**src/rtl/audio_i2s_frame_ctrl.sv**
```systemverilog
// I2S frame controller for a WM8731 running as clock master: ADC deserializer and DAC serializer.
// Optional build macro LOOPBACK_BYPASS_EN routes every captured ADC pair into the DAC pending buffer.
module audio_i2s_frame_ctrl #(
   parameter int DATA_W = 16
) (
   input  logic              iCLK,
   input  logic              iRST,
   input  logic              iAUD_BCLK,
   input  logic              iAUD_ADCLRCK,
   input  logic              iAUD_DACLRCK,
   input  logic              iAUD_ADCDAT,
   output logic              oAUD_DACDAT,
   output logic [DATA_W-1:0] oADC_L,
   output logic [DATA_W-1:0] oADC_R,
   output logic              oADC_VALID,
   input  logic [DATA_W-1:0] iDAC_L,
   input  logic [DATA_W-1:0] iDAC_R,
   input  logic              iDAC_VALID,
   output logic              oDAC_READY,
   output logic              oUNDERRUN
);

   localparam int CW = $clog2(DATA_W + 1);

   typedef enum logic [1:0] {RX_IDLE, RX_SKIP, RX_SHIFT, RX_HOLD} rx_state_e;
   typedef enum logic {TX_IDLE, TX_RUN} tx_state_e;

   // [0],[1] form the synchronizer; [2] is the registered copy used for edge detection
   logic [2:0] bclk_sync_q;
   logic [2:0] adclrc_sync_q;
   logic [2:0] daclrc_sync_q;
   logic [1:0] adcdat_sync_q;

   always_ff @(posedge iCLK) begin
      bclk_sync_q   <= {bclk_sync_q[1:0], iAUD_BCLK};
      adclrc_sync_q <= {adclrc_sync_q[1:0], iAUD_ADCLRCK};
      daclrc_sync_q <= {daclrc_sync_q[1:0], iAUD_DACLRCK};
      adcdat_sync_q <= {adcdat_sync_q[0], iAUD_ADCDAT};
   end

   logic bclk_rise, bclk_fall;
   logic adclrc_lvl, adclrc_fall, adclrc_edge;
   logic daclrc_lvl, daclrc_fall, daclrc_edge;
   logic adc_bit;

   assign bclk_rise   = bclk_sync_q[1] & ~bclk_sync_q[2];
   assign bclk_fall   = ~bclk_sync_q[1] & bclk_sync_q[2];
   assign adclrc_lvl  = adclrc_sync_q[1];
   assign adclrc_fall = ~adclrc_sync_q[1] & adclrc_sync_q[2];
   assign adclrc_edge = adclrc_sync_q[1] ^ adclrc_sync_q[2];
   assign daclrc_lvl  = daclrc_sync_q[1];
   assign daclrc_fall = ~daclrc_sync_q[1] & daclrc_sync_q[2];
   assign daclrc_edge = daclrc_sync_q[1] ^ daclrc_sync_q[2];
   assign adc_bit     = adcdat_sync_q[1];

   // ---------------- RX FSM ----------------
   rx_state_e rx_state_q, rx_state_d;
   logic              rx_chan_q, rx_chan_d;
   logic [CW-1:0]     rx_cnt_q, rx_cnt_d;
   logic [DATA_W-1:0] rx_sh_q, rx_sh_d;
   logic [DATA_W-1:0] left_sh_q, left_sh_d;
   logic              left_ok_q, left_ok_d;
   logic [DATA_W-1:0] adc_l_q, adc_l_d;
   logic [DATA_W-1:0] adc_r_q, adc_r_d;
   logic              adc_vld_q, adc_vld_d;
   logic              rx_last, rx_start, rx_shift, rx_done;
   logic [DATA_W-1:0] rx_word;

   always_ff @(posedge iCLK) begin
      if (iRST) rx_state_q <= RX_IDLE;
      else      rx_state_q <= rx_state_d;
   end

   assign rx_last = (rx_cnt_q == CW'(DATA_W - 1));

   always_comb begin
      rx_state_d = rx_state_q;
      case (rx_state_q)
         RX_IDLE:  if (adclrc_fall) rx_state_d = RX_SKIP;
         RX_SKIP:  if (adclrc_edge) rx_state_d = RX_SKIP;
                   else if (bclk_rise) rx_state_d = RX_SHIFT;
         RX_SHIFT: if (adclrc_edge) rx_state_d = RX_SKIP;
                   else if (bclk_rise && rx_last) rx_state_d = RX_HOLD;
         RX_HOLD:  if (adclrc_edge) rx_state_d = RX_SKIP;
         default:  rx_state_d = RX_IDLE;
      endcase
   end

   // Only a left-channel start releases the receiver from IDLE; afterwards any LRCK edge restarts a word
   always_comb begin
      rx_start = (rx_state_q == RX_IDLE) ? adclrc_fall : adclrc_edge;
      rx_shift = (rx_state_q == RX_SHIFT) && bclk_rise && !adclrc_edge;
      rx_done  = rx_shift && rx_last;
      rx_word  = {rx_sh_q[DATA_W-2:0], adc_bit};
   end

   always_comb begin
      rx_chan_d = rx_chan_q;
      rx_cnt_d  = rx_cnt_q;
      rx_sh_d   = rx_sh_q;
      left_sh_d = left_sh_q;
      left_ok_d = left_ok_q;
      adc_l_d   = adc_l_q;
      adc_r_d   = adc_r_q;
      adc_vld_d = 1'b0;
      if (rx_start) begin
         rx_chan_d = adclrc_lvl;
         rx_cnt_d  = '0;
         if (!adclrc_lvl) left_ok_d = 1'b0;
      end else if (rx_shift) begin
         rx_sh_d  = rx_word;
         rx_cnt_d = rx_cnt_q + 1'b1;
         if (rx_done) begin
            if (!rx_chan_q) begin
               left_sh_d = rx_word;
               left_ok_d = 1'b1;
            end else if (left_ok_q) begin
               adc_l_d   = left_sh_q;
               adc_r_d   = rx_word;
               adc_vld_d = 1'b1;
               left_ok_d = 1'b0;
            end
         end
      end
   end

   // ---------------- TX FSM ----------------
   tx_state_e tx_state_q, tx_state_d;
   logic [DATA_W-1:0] pend_l_q, pend_l_d;
   logic [DATA_W-1:0] pend_r_q, pend_r_d;
   logic              pend_full_q, pend_full_d;
   logic [DATA_W-1:0] act_l_q, act_l_d;
   logic [DATA_W-1:0] act_r_q, act_r_d;
   logic [DATA_W-1:0] tx_sh_q, tx_sh_d;
   logic [CW-1:0]     tx_cnt_q, tx_cnt_d;
   logic              dacdat_q, dacdat_d;
   logic              underrun_q, underrun_d;
   logic              wr_en, tx_load, tx_shift;
   logic [DATA_W-1:0] wr_l, wr_r;

`ifdef LOOPBACK_BYPASS_EN
   logic dac_unused;
   assign dac_unused = ^{iDAC_L, iDAC_R, iDAC_VALID};
   assign wr_en = adc_vld_q;
   assign wr_l  = adc_l_q;
   assign wr_r  = adc_r_q;
`else
   assign wr_en = iDAC_VALID && !pend_full_q;
   assign wr_l  = iDAC_L;
   assign wr_r  = iDAC_R;
`endif

   always_ff @(posedge iCLK) begin
      if (iRST) tx_state_q <= TX_IDLE;
      else      tx_state_q <= tx_state_d;
   end

   always_comb begin
      tx_state_d = tx_state_q;
      case (tx_state_q)
         TX_IDLE: if (daclrc_fall) tx_state_d = TX_RUN;
         TX_RUN:  tx_state_d = TX_RUN;
         default: tx_state_d = TX_IDLE;
      endcase
   end

   // An LRCK edge takes priority over a coincident BCLK fall
   always_comb begin
      tx_load  = (tx_state_q == TX_RUN) ? daclrc_edge : daclrc_fall;
      tx_shift = (tx_state_q == TX_RUN) && bclk_fall && !daclrc_edge;
   end

   always_comb begin
      pend_l_d    = pend_l_q;
      pend_r_d    = pend_r_q;
      pend_full_d = pend_full_q;
      act_l_d     = act_l_q;
      act_r_d     = act_r_q;
      tx_sh_d     = tx_sh_q;
      tx_cnt_d    = tx_cnt_q;
      dacdat_d    = dacdat_q;
      underrun_d  = 1'b0;
      if (daclrc_fall) begin
         if (pend_full_q) begin
            act_l_d     = pend_l_q;
            act_r_d     = pend_r_q;
            pend_full_d = wr_en;
            if (wr_en) begin
               pend_l_d = wr_l;
               pend_r_d = wr_r;
            end
         end else if (wr_en) begin
            act_l_d = wr_l;
            act_r_d = wr_r;
         end else begin
            act_l_d    = '0;
            act_r_d    = '0;
            underrun_d = 1'b1;
         end
      end else if (wr_en) begin
         pend_l_d    = wr_l;
         pend_r_d    = wr_r;
         pend_full_d = 1'b1;
      end
      if (tx_load) begin
         tx_sh_d  = daclrc_lvl ? act_r_d : act_l_d;
         tx_cnt_d = '0;
      end else if (tx_shift) begin
         if (tx_cnt_q != CW'(DATA_W)) begin
            dacdat_d = tx_sh_q[DATA_W-1];
            tx_sh_d  = tx_sh_q << 1;
            tx_cnt_d = tx_cnt_q + 1'b1;
         end else begin
            dacdat_d = 1'b0;
         end
      end
   end

   always_ff @(posedge iCLK) begin
      if (iRST) begin
         rx_chan_q   <= 1'b0;
         rx_cnt_q    <= '0;
         rx_sh_q     <= '0;
         left_sh_q   <= '0;
         left_ok_q   <= 1'b0;
         adc_l_q     <= '0;
         adc_r_q     <= '0;
         adc_vld_q   <= 1'b0;
         pend_l_q    <= '0;
         pend_r_q    <= '0;
         pend_full_q <= 1'b0;
         act_l_q     <= '0;
         act_r_q     <= '0;
         tx_sh_q     <= '0;
         tx_cnt_q    <= '0;
         dacdat_q    <= 1'b0;
         underrun_q  <= 1'b0;
      end else begin
         rx_chan_q   <= rx_chan_d;
         rx_cnt_q    <= rx_cnt_d;
         rx_sh_q     <= rx_sh_d;
         left_sh_q   <= left_sh_d;
         left_ok_q   <= left_ok_d;
         adc_l_q     <= adc_l_d;
         adc_r_q     <= adc_r_d;
         adc_vld_q   <= adc_vld_d;
         pend_l_q    <= pend_l_d;
         pend_r_q    <= pend_r_d;
         pend_full_q <= pend_full_d;
         act_l_q     <= act_l_d;
         act_r_q     <= act_r_d;
         tx_sh_q     <= tx_sh_d;
         tx_cnt_q    <= tx_cnt_d;
         dacdat_q    <= dacdat_d;
         underrun_q  <= underrun_d;
      end
   end

   assign oAUD_DACDAT = dacdat_q;
   assign oADC_L      = adc_l_q;
   assign oADC_R      = adc_r_q;
   assign oADC_VALID  = adc_vld_q;
   assign oDAC_READY  = !pend_full_q;
   assign oUNDERRUN   = underrun_q;

endmodule

```
**config.mk**
```make
export PLATFORM = sky130hd
export DESIGN_NAME = audio_i2s_frame_ctrl
export DESIGN_NICKNAME = d
export VERILOG_FILES = /design/src/rtl/audio_i2s_frame_ctrl.sv
export SDC_FILE = /design/constraint.sdc
export NUM_CORES = 1
export LEC_CHECK = 0
export ABC_AREA = 1
export BUFFER_PORTS_ARGS = -buffer_cell sky130_fd_sc_hd__buf_2
export CAP_MARGIN = 20
export CORE_ASPECT_RATIO = 1.1
export CORE_MARGIN = 5
export CORE_UTILIZATION = 40
export DETAILED_ROUTE_END_ITERATION = 8
export GPL_TIMING_DRIVEN = 0
export HOLD_SLACK_MARGIN = 0.02
export MAX_ROUTING_LAYER = met4
export REMOVE_ABC_BUFFERS = 1
export SYNTH_ARGS = -nofsm -noshare
export SYNTH_HDL_FRONTEND = slang
export SYNTH_SLANG_ARGS = --single-unit
```
**constraint.sdc**
```tcl
create_clock -name iCLK -period 2.19 [get_ports iCLK]
set_clock_uncertainty 0.05 [all_clocks]
set_input_delay 0.1095 -clock iCLK [delete_from_list [all_inputs] [get_ports iCLK]]
set_output_delay 0.1095 -clock iCLK [all_outputs]
set_load 0.05 [all_outputs]
```
== After elaboration in Yosys (flattened, before gate mapping) ==
Cells that the tools add are included.

* Flip-flop bits (word level): 173
* Input bits: 39

* Bitwise operators: 17
* Reduce and logical (&&, ||, !) cells: 28
* Eq/ne operators: 11
* $add $sub $neg: 2
* Muxes and demuxes: 38

{| class="wikitable"
|+ Operators by type and width
! operator !! number
|-
| $mux 16 || 16
|-
| $mux 1 || 14
|-
| $mux 2 || 6
|-
| $not 1->1 || 11
|-
| $add 5x1->5 const B || 2
|-
| $reduce_bool 2->1 || 5
|-
| $pmux 2 s4 || 1
|-
| $reduce_and 2->1 || 4
|-
| $reduce_and 4->1 || 2
|-
| $logic_and 1x1->1 || 7
|-
| $ne 2x2->1 const B || 3
|-
| $ne 3x3->1 const B || 2
|-
| $eq 5x4->1 const B || 1
|-
| $ne 5x5->1 const B || 1
|-
| $reduce_and 5->1 || 1
|-
| $reduce_or 5->1 || 1
|-
| $and 1x1->1 || 4
|-
| $eq 2x2->1 const B || 2
|-
| $reduce_or 2->1 || 2
|-
| $logic_not 1->1 || 3
|-
| $reduce_and 3->1 || 1
|-
| $reduce_or 3->1 || 1
|-
| $eq 2x1->1 const B || 1
|-
| $logic_not 2->1 || 1
|-
| other kinds (3) || 4
|}

== Longest topological paths before layout ==
* Depth in word-level cells: 8
* Depth in mapped cells: 13

== Worst setup path before layout ==
No wires, ideal clock.

* Kind: reg2reg
* From: register daclrc_sync_q[1]
* To: register tx_sh_q[10]
* Path slack: -136 ps
* Required time: 2021 ps
* Library setup time: 119 ps
* Clock period less this slack: 2326 ps
* Stages on the path, launching flop included: 11
* Arrival time: 2157 ps
* Buffers on the path: 4
* Cell sequence: dfxtp_1 -> clkbuf_1 -> clkinv_1 -> clkbuf_1 -> ha_1 -> clkbuf_2 -> o21ai_2 -> clkinv_1 -> clkbuf_1 -> nand2_1 -> a21oi_1

* Longest elaborated chain between the ends: 5
* Elaborated cells on any way between the ends: 13
* Those cells by class: mux (5); bitwise (3); reduce/logical (5)

{| class="wikitable"
|+ RTL lines
! item !! line !! source
|-
| start, declared || 31 || <nowiki>logic [2:0] daclrc_sync_q;</nowiki>
|-
| start signal, assigned || 37 || <nowiki>daclrc_sync_q <= {daclrc_sync_q[1:0], iAUD_DACLRCK};</nowiki>
|-
| $not 1->1 / $xor 1x1->1 (equally long branches) || 52, 53 ||
|-
| $and 1x1->1 / $logic_not 1->1 (equally long branches) || 52, 170 ||
|-
| $mux 16, or another cell as far along || 183 || <nowiki>if (daclrc_fall) begin</nowiki>
|-
| $mux 16 / $reduce_bool 2->1 (equally long branches) || - ||
|-
| $mux 16 / $reduce_and 2->1 (equally long branches) || - ||
|-
| end signal, assigned || 252 || <nowiki>tx_sh_q <= tx_sh_d;</nowiki>
|-
| end, declared || 134 || <nowiki>logic [DATA_W-1:0] tx_sh_q, tx_sh_d;</nowiki>
|}

Parallel ways exist; a longest one is shown, timed or not.
A chain may end at the register's enable or synchronous reset.

== Final worst setup path ==
* From: register adclrc_sync_q[1]
* To: register adc_l_q[14], in the netlist oADC_L[14]

* Longest elaborated chain between the ends: 5
* Elaborated cells on any way between the ends: 9
* Those cells by class: mux (1); bitwise (4); reduce/logical (4)

{| class="wikitable"
|+ RTL lines
! item !! line !! source
|-
| start, declared || 30 || <nowiki>logic [2:0] adclrc_sync_q;</nowiki>
|-
| start signal, assigned || 36 || <nowiki>adclrc_sync_q <= {adclrc_sync_q[1:0], iAUD_ADCLRCK};</nowiki>
|-
| $not 1->1 / $xor 1x1->1 (equally long branches) || 49, 50 ||
|-
| $and 1x1->1 / $logic_not 1->1 (equally long branches) || 49, 92 ||
|-
| $mux 1 / $logic_and 1x1->1 (equally long branches) || 91, 92 ||
|-
| $not 1->1 (no source line) / $logic_and 1x1->1 (equally long branches) || - ||
|-
| $reduce_and 5->1 (no source line) (*) || - ||
|-
| end signal, assigned || 244 || <nowiki>adc_l_q <= adc_l_d;</nowiki>
|-
| end, declared || 63 || <nowiki>logic [DATA_W-1:0] adc_l_q, adc_l_d;</nowiki>
|}

Every way passes the cells marked *; elsewhere a longest branch is shown, timed or not.

==> results.cfg <==
[worst_setup_path]
arrival_ns = 2.22
cpMaxStageDelayCell = ha_2
crit_chain = inv_1 > ha_2 > nand4_1 > nor2_4 > buf_8 > nand3_4 > buf_16 > nand2_1 > a21oi_1
path_class = reg2reg
critPathLaunchType = register
cp_max_fo = 23
cpPeakStageDelay_ns = 0.37
crit_path_end_kind = register
required_ns = 2.42

[grt]
grt_pass1_wl_um = 30300
antenna_found_initial = 0
grt_max_degree = 77
grt.overflow.total = 0
grtUsageTotal_pct = 17.9
grt_pass1_vias = 6223

[sta]
min_period_ns = 2.00
setup_ws_ns = 0.192
maxSlewViolCount = 0
fmax_mhz = 500
rsz0062_at_grt = no
setup_viol = 0
finalSetupTns_ns = 0
relSlewSlack_pct = 42.2
worst_pin_slew_ns = 0.868
final_hold_viol_count = 0
fin_crit_sh_pct = 91.2

[yosys]
synth_warnings = 0
ys_seq_elements = 173
ys_seq_area_share_pct = 48.0
synth_area_sq_um = 7210
yosysUniqueCellTypes = 27
yosys.area.top_type_share_pct = 48.0
avgSynthCellArea_sq_um = 7.30
syn_inst = 988
synth_top_cell_by_area = dfxtp_1
synth_area_leaders = dfxtp_1, nand2_1, a21oi_1

[route]
routed_wl_um = 17700
drtAntennaViolNets = 0
avgRoutedWirePerCell_um = 13.4
dr.pass1.iters = 6
route.detailed.drc = 0
avgViaCountPerCell = 4.93
drt_iter0_drc = 343
num_vias = 6521

[cells_and_area]
final_area_sq_um = 8920
diodes = 0
fin_util_pct = 50.3
area_growth_pct = 23.7
drive_gt1_share_pct = 16.8
nets = 1121

[floorplanning]
row_count = 51
io_pins = 75
die-area_sq_um = 20800
initial_core_util_pct = 40.7
core_sq_um = 17700
die-width_um = 138
die_h_um = 151

[clock_network]
path_clk_slew_ns = 0.07
ctsHtreeMaxLevel = 4
cts_tree = built
cts-root-buf = clkbuf_16
ctsLongestPathBuffers = 2
cts_sinks = 173
numCtsBuffers = 17
clock_latency_ns = 0.44

[placed_design]
place.gp.congestion = 0.783
dp_slack_ns = -2.71
place_area_sq_um = 7730
place_hpwl_um = 10200
numPortBuffers = 74

[power_and_ir_drop]
p_per_area_nw_per_um2 = 847
power_leakage_nw = 3.77
ir_worst_vdd_v = 0.000597

[run]
maxCapViolCount = 0

[run_status]
status = completed

[worst_hold_path]
hold_class = in2reg
==> synthesized netlist by cell type (all sizes together) <==
cell type / instances
a31oi: 1
clkbuf: 51
nand2: 191
ha: 10
nor4: 1
inv: 89
nor2: 82
nor3: 3
nand4: 37
nand3: 72
buf: 14
a21oi: 137
dfxtp: 173
clkinv: 4
nand3b: 1
o21ai: 89
xor2: 1
or2: 32
==> per-stage QoR <==
step | std cells | hold slack, ns | power (mW)
after CTS | 1316 | 0.207 | 7.59
after detailed placement | 1240 | 0.163 | 4.49
after global routing | 1323 | 0.223 | 7.93
final | 1323 | 0.194 | 7.55
after global placement | 1235 | 0.162 | 4.46
after floorplan | 923 | 0.0872 | 4.17
==> critical path: cells and delay by family, from the launching register on <==
family	cells	cell delay, ns
AND/OR/NAND/NOR	4	0.60
AO/OA/AOI/OAI	1	0.05
flip-flops	1	0.32
buffers and inverters	3	0.44
adder cells (fa/ha/maj)	1	0.37
==> layout by cell type, fill, tap and decap left out, types with 3 or more instances in the layout <==
cell           count
inv_8              4
ha_1               7
inv_6              6
inv_2              3
nand4_1           37
buf_16             3
or2_2             32
nor3_1             3
dlygate4sd3_1     36
a21oi_1          137
buf_2             73
o21ai_4            3
nor2_1            80
buf_4             13
clkinv_4           4
dfxtp_1          171
nand3_1           70
o21ai_0           86
inv_1             85
nand2_1          186
nand2_2            3
clkbuf_16         17
clkinv_8           3
==> cell families (layout without fill, tap and decap cells) <==
kind of cell             after synthesis  count (layout)  share of synthesized area (%)
AND/OR/NAND/NOR                      419             419                           25.7
XOR/XNOR                               1               1                          0.121
adder cells (fa/ha/maj)               10              10                           1.73
AO/OA/AOI/OAI                        227             228                           16.0
buffers and inverters                158             254                           8.52
flip-flops                           173             173                           48.0
==> per-layer routing <==
| layer | track usage (%) | wire length, um | vias to the layer above |
|---|---|---|---|
| met1 | 21.8 | 8320 | 2975 |
| met4 | 6.08 | 234 | 0 |
| met3 | 3.69 | 679 | 20 |
| met5 | - | 0 | - |
| li1 | - | - | 3408 |
| met2 | 30.0 | 8510 | 118 |
==> registers in the layout, summed over array words and instances (netlist names), 2 cells and up <==
register / flops
rx_sh_q: 15
adclrc_sync_q: 3
act_l_q: 16
rx_cnt_q: 5
daclrc_sync_q: 3
bclk_sync_q: 3
act_r_q: 16
tx_sh_q: 16
oADC_L: 16
left_sh_q: 16
adcdat_sync_q: 2
rx_state_q: 2
tx_cnt_q: 5
pend_l_q: 16
pend_r_q: 16
oADC_R: 16
==> power by group <==
part           internal (mW)  switching [mW]
combinational          0.455           0.790
clock                   1.51            1.40
sequential              3.31          0.0894
total                   5.28            2.28
==> worst paths after layout <==
check | start | end | slack [ns] | depth (start not counted)
hold reg to reg | adcdat_sync_q[0]$_DFF_P_ | adcdat_sync_q[1]$_DFF_P_ | 0.28 | 0
setup / recovery | adclrc_sync_q[1]$_DFF_P_ | oADC_L[14]$_SDFFE_PP0P_ | 0.19 | 9
hold / removal | iRST | oADC_VALID$_SDFF_PP0_ | 0.19 | 2
setup reg to reg | adclrc_sync_q[1]$_DFF_P_ | oADC_L[14]$_SDFFE_PP0P_ | 0.19 | 9
==> timing repair <==
item,CTS,global route
pin swaps,4,2
hold buffers,36,0
resized for setup,26,6
endpoints found under the hold margin,64,0
cloned,1,0
setup endpoints to repair,160,102
buffers inserted,7,6
==> layout make-up <==
cell class,instances,area [sq um]
clock inverters,15,140
inverters,93,389
fillers,1765,8820
multi-input cells,658,3230
clock buffers,17,425
flip-flops and latches,173,3470
repair buffers,129,972
well taps,238,298
Power figures use the tool's default switching activity.
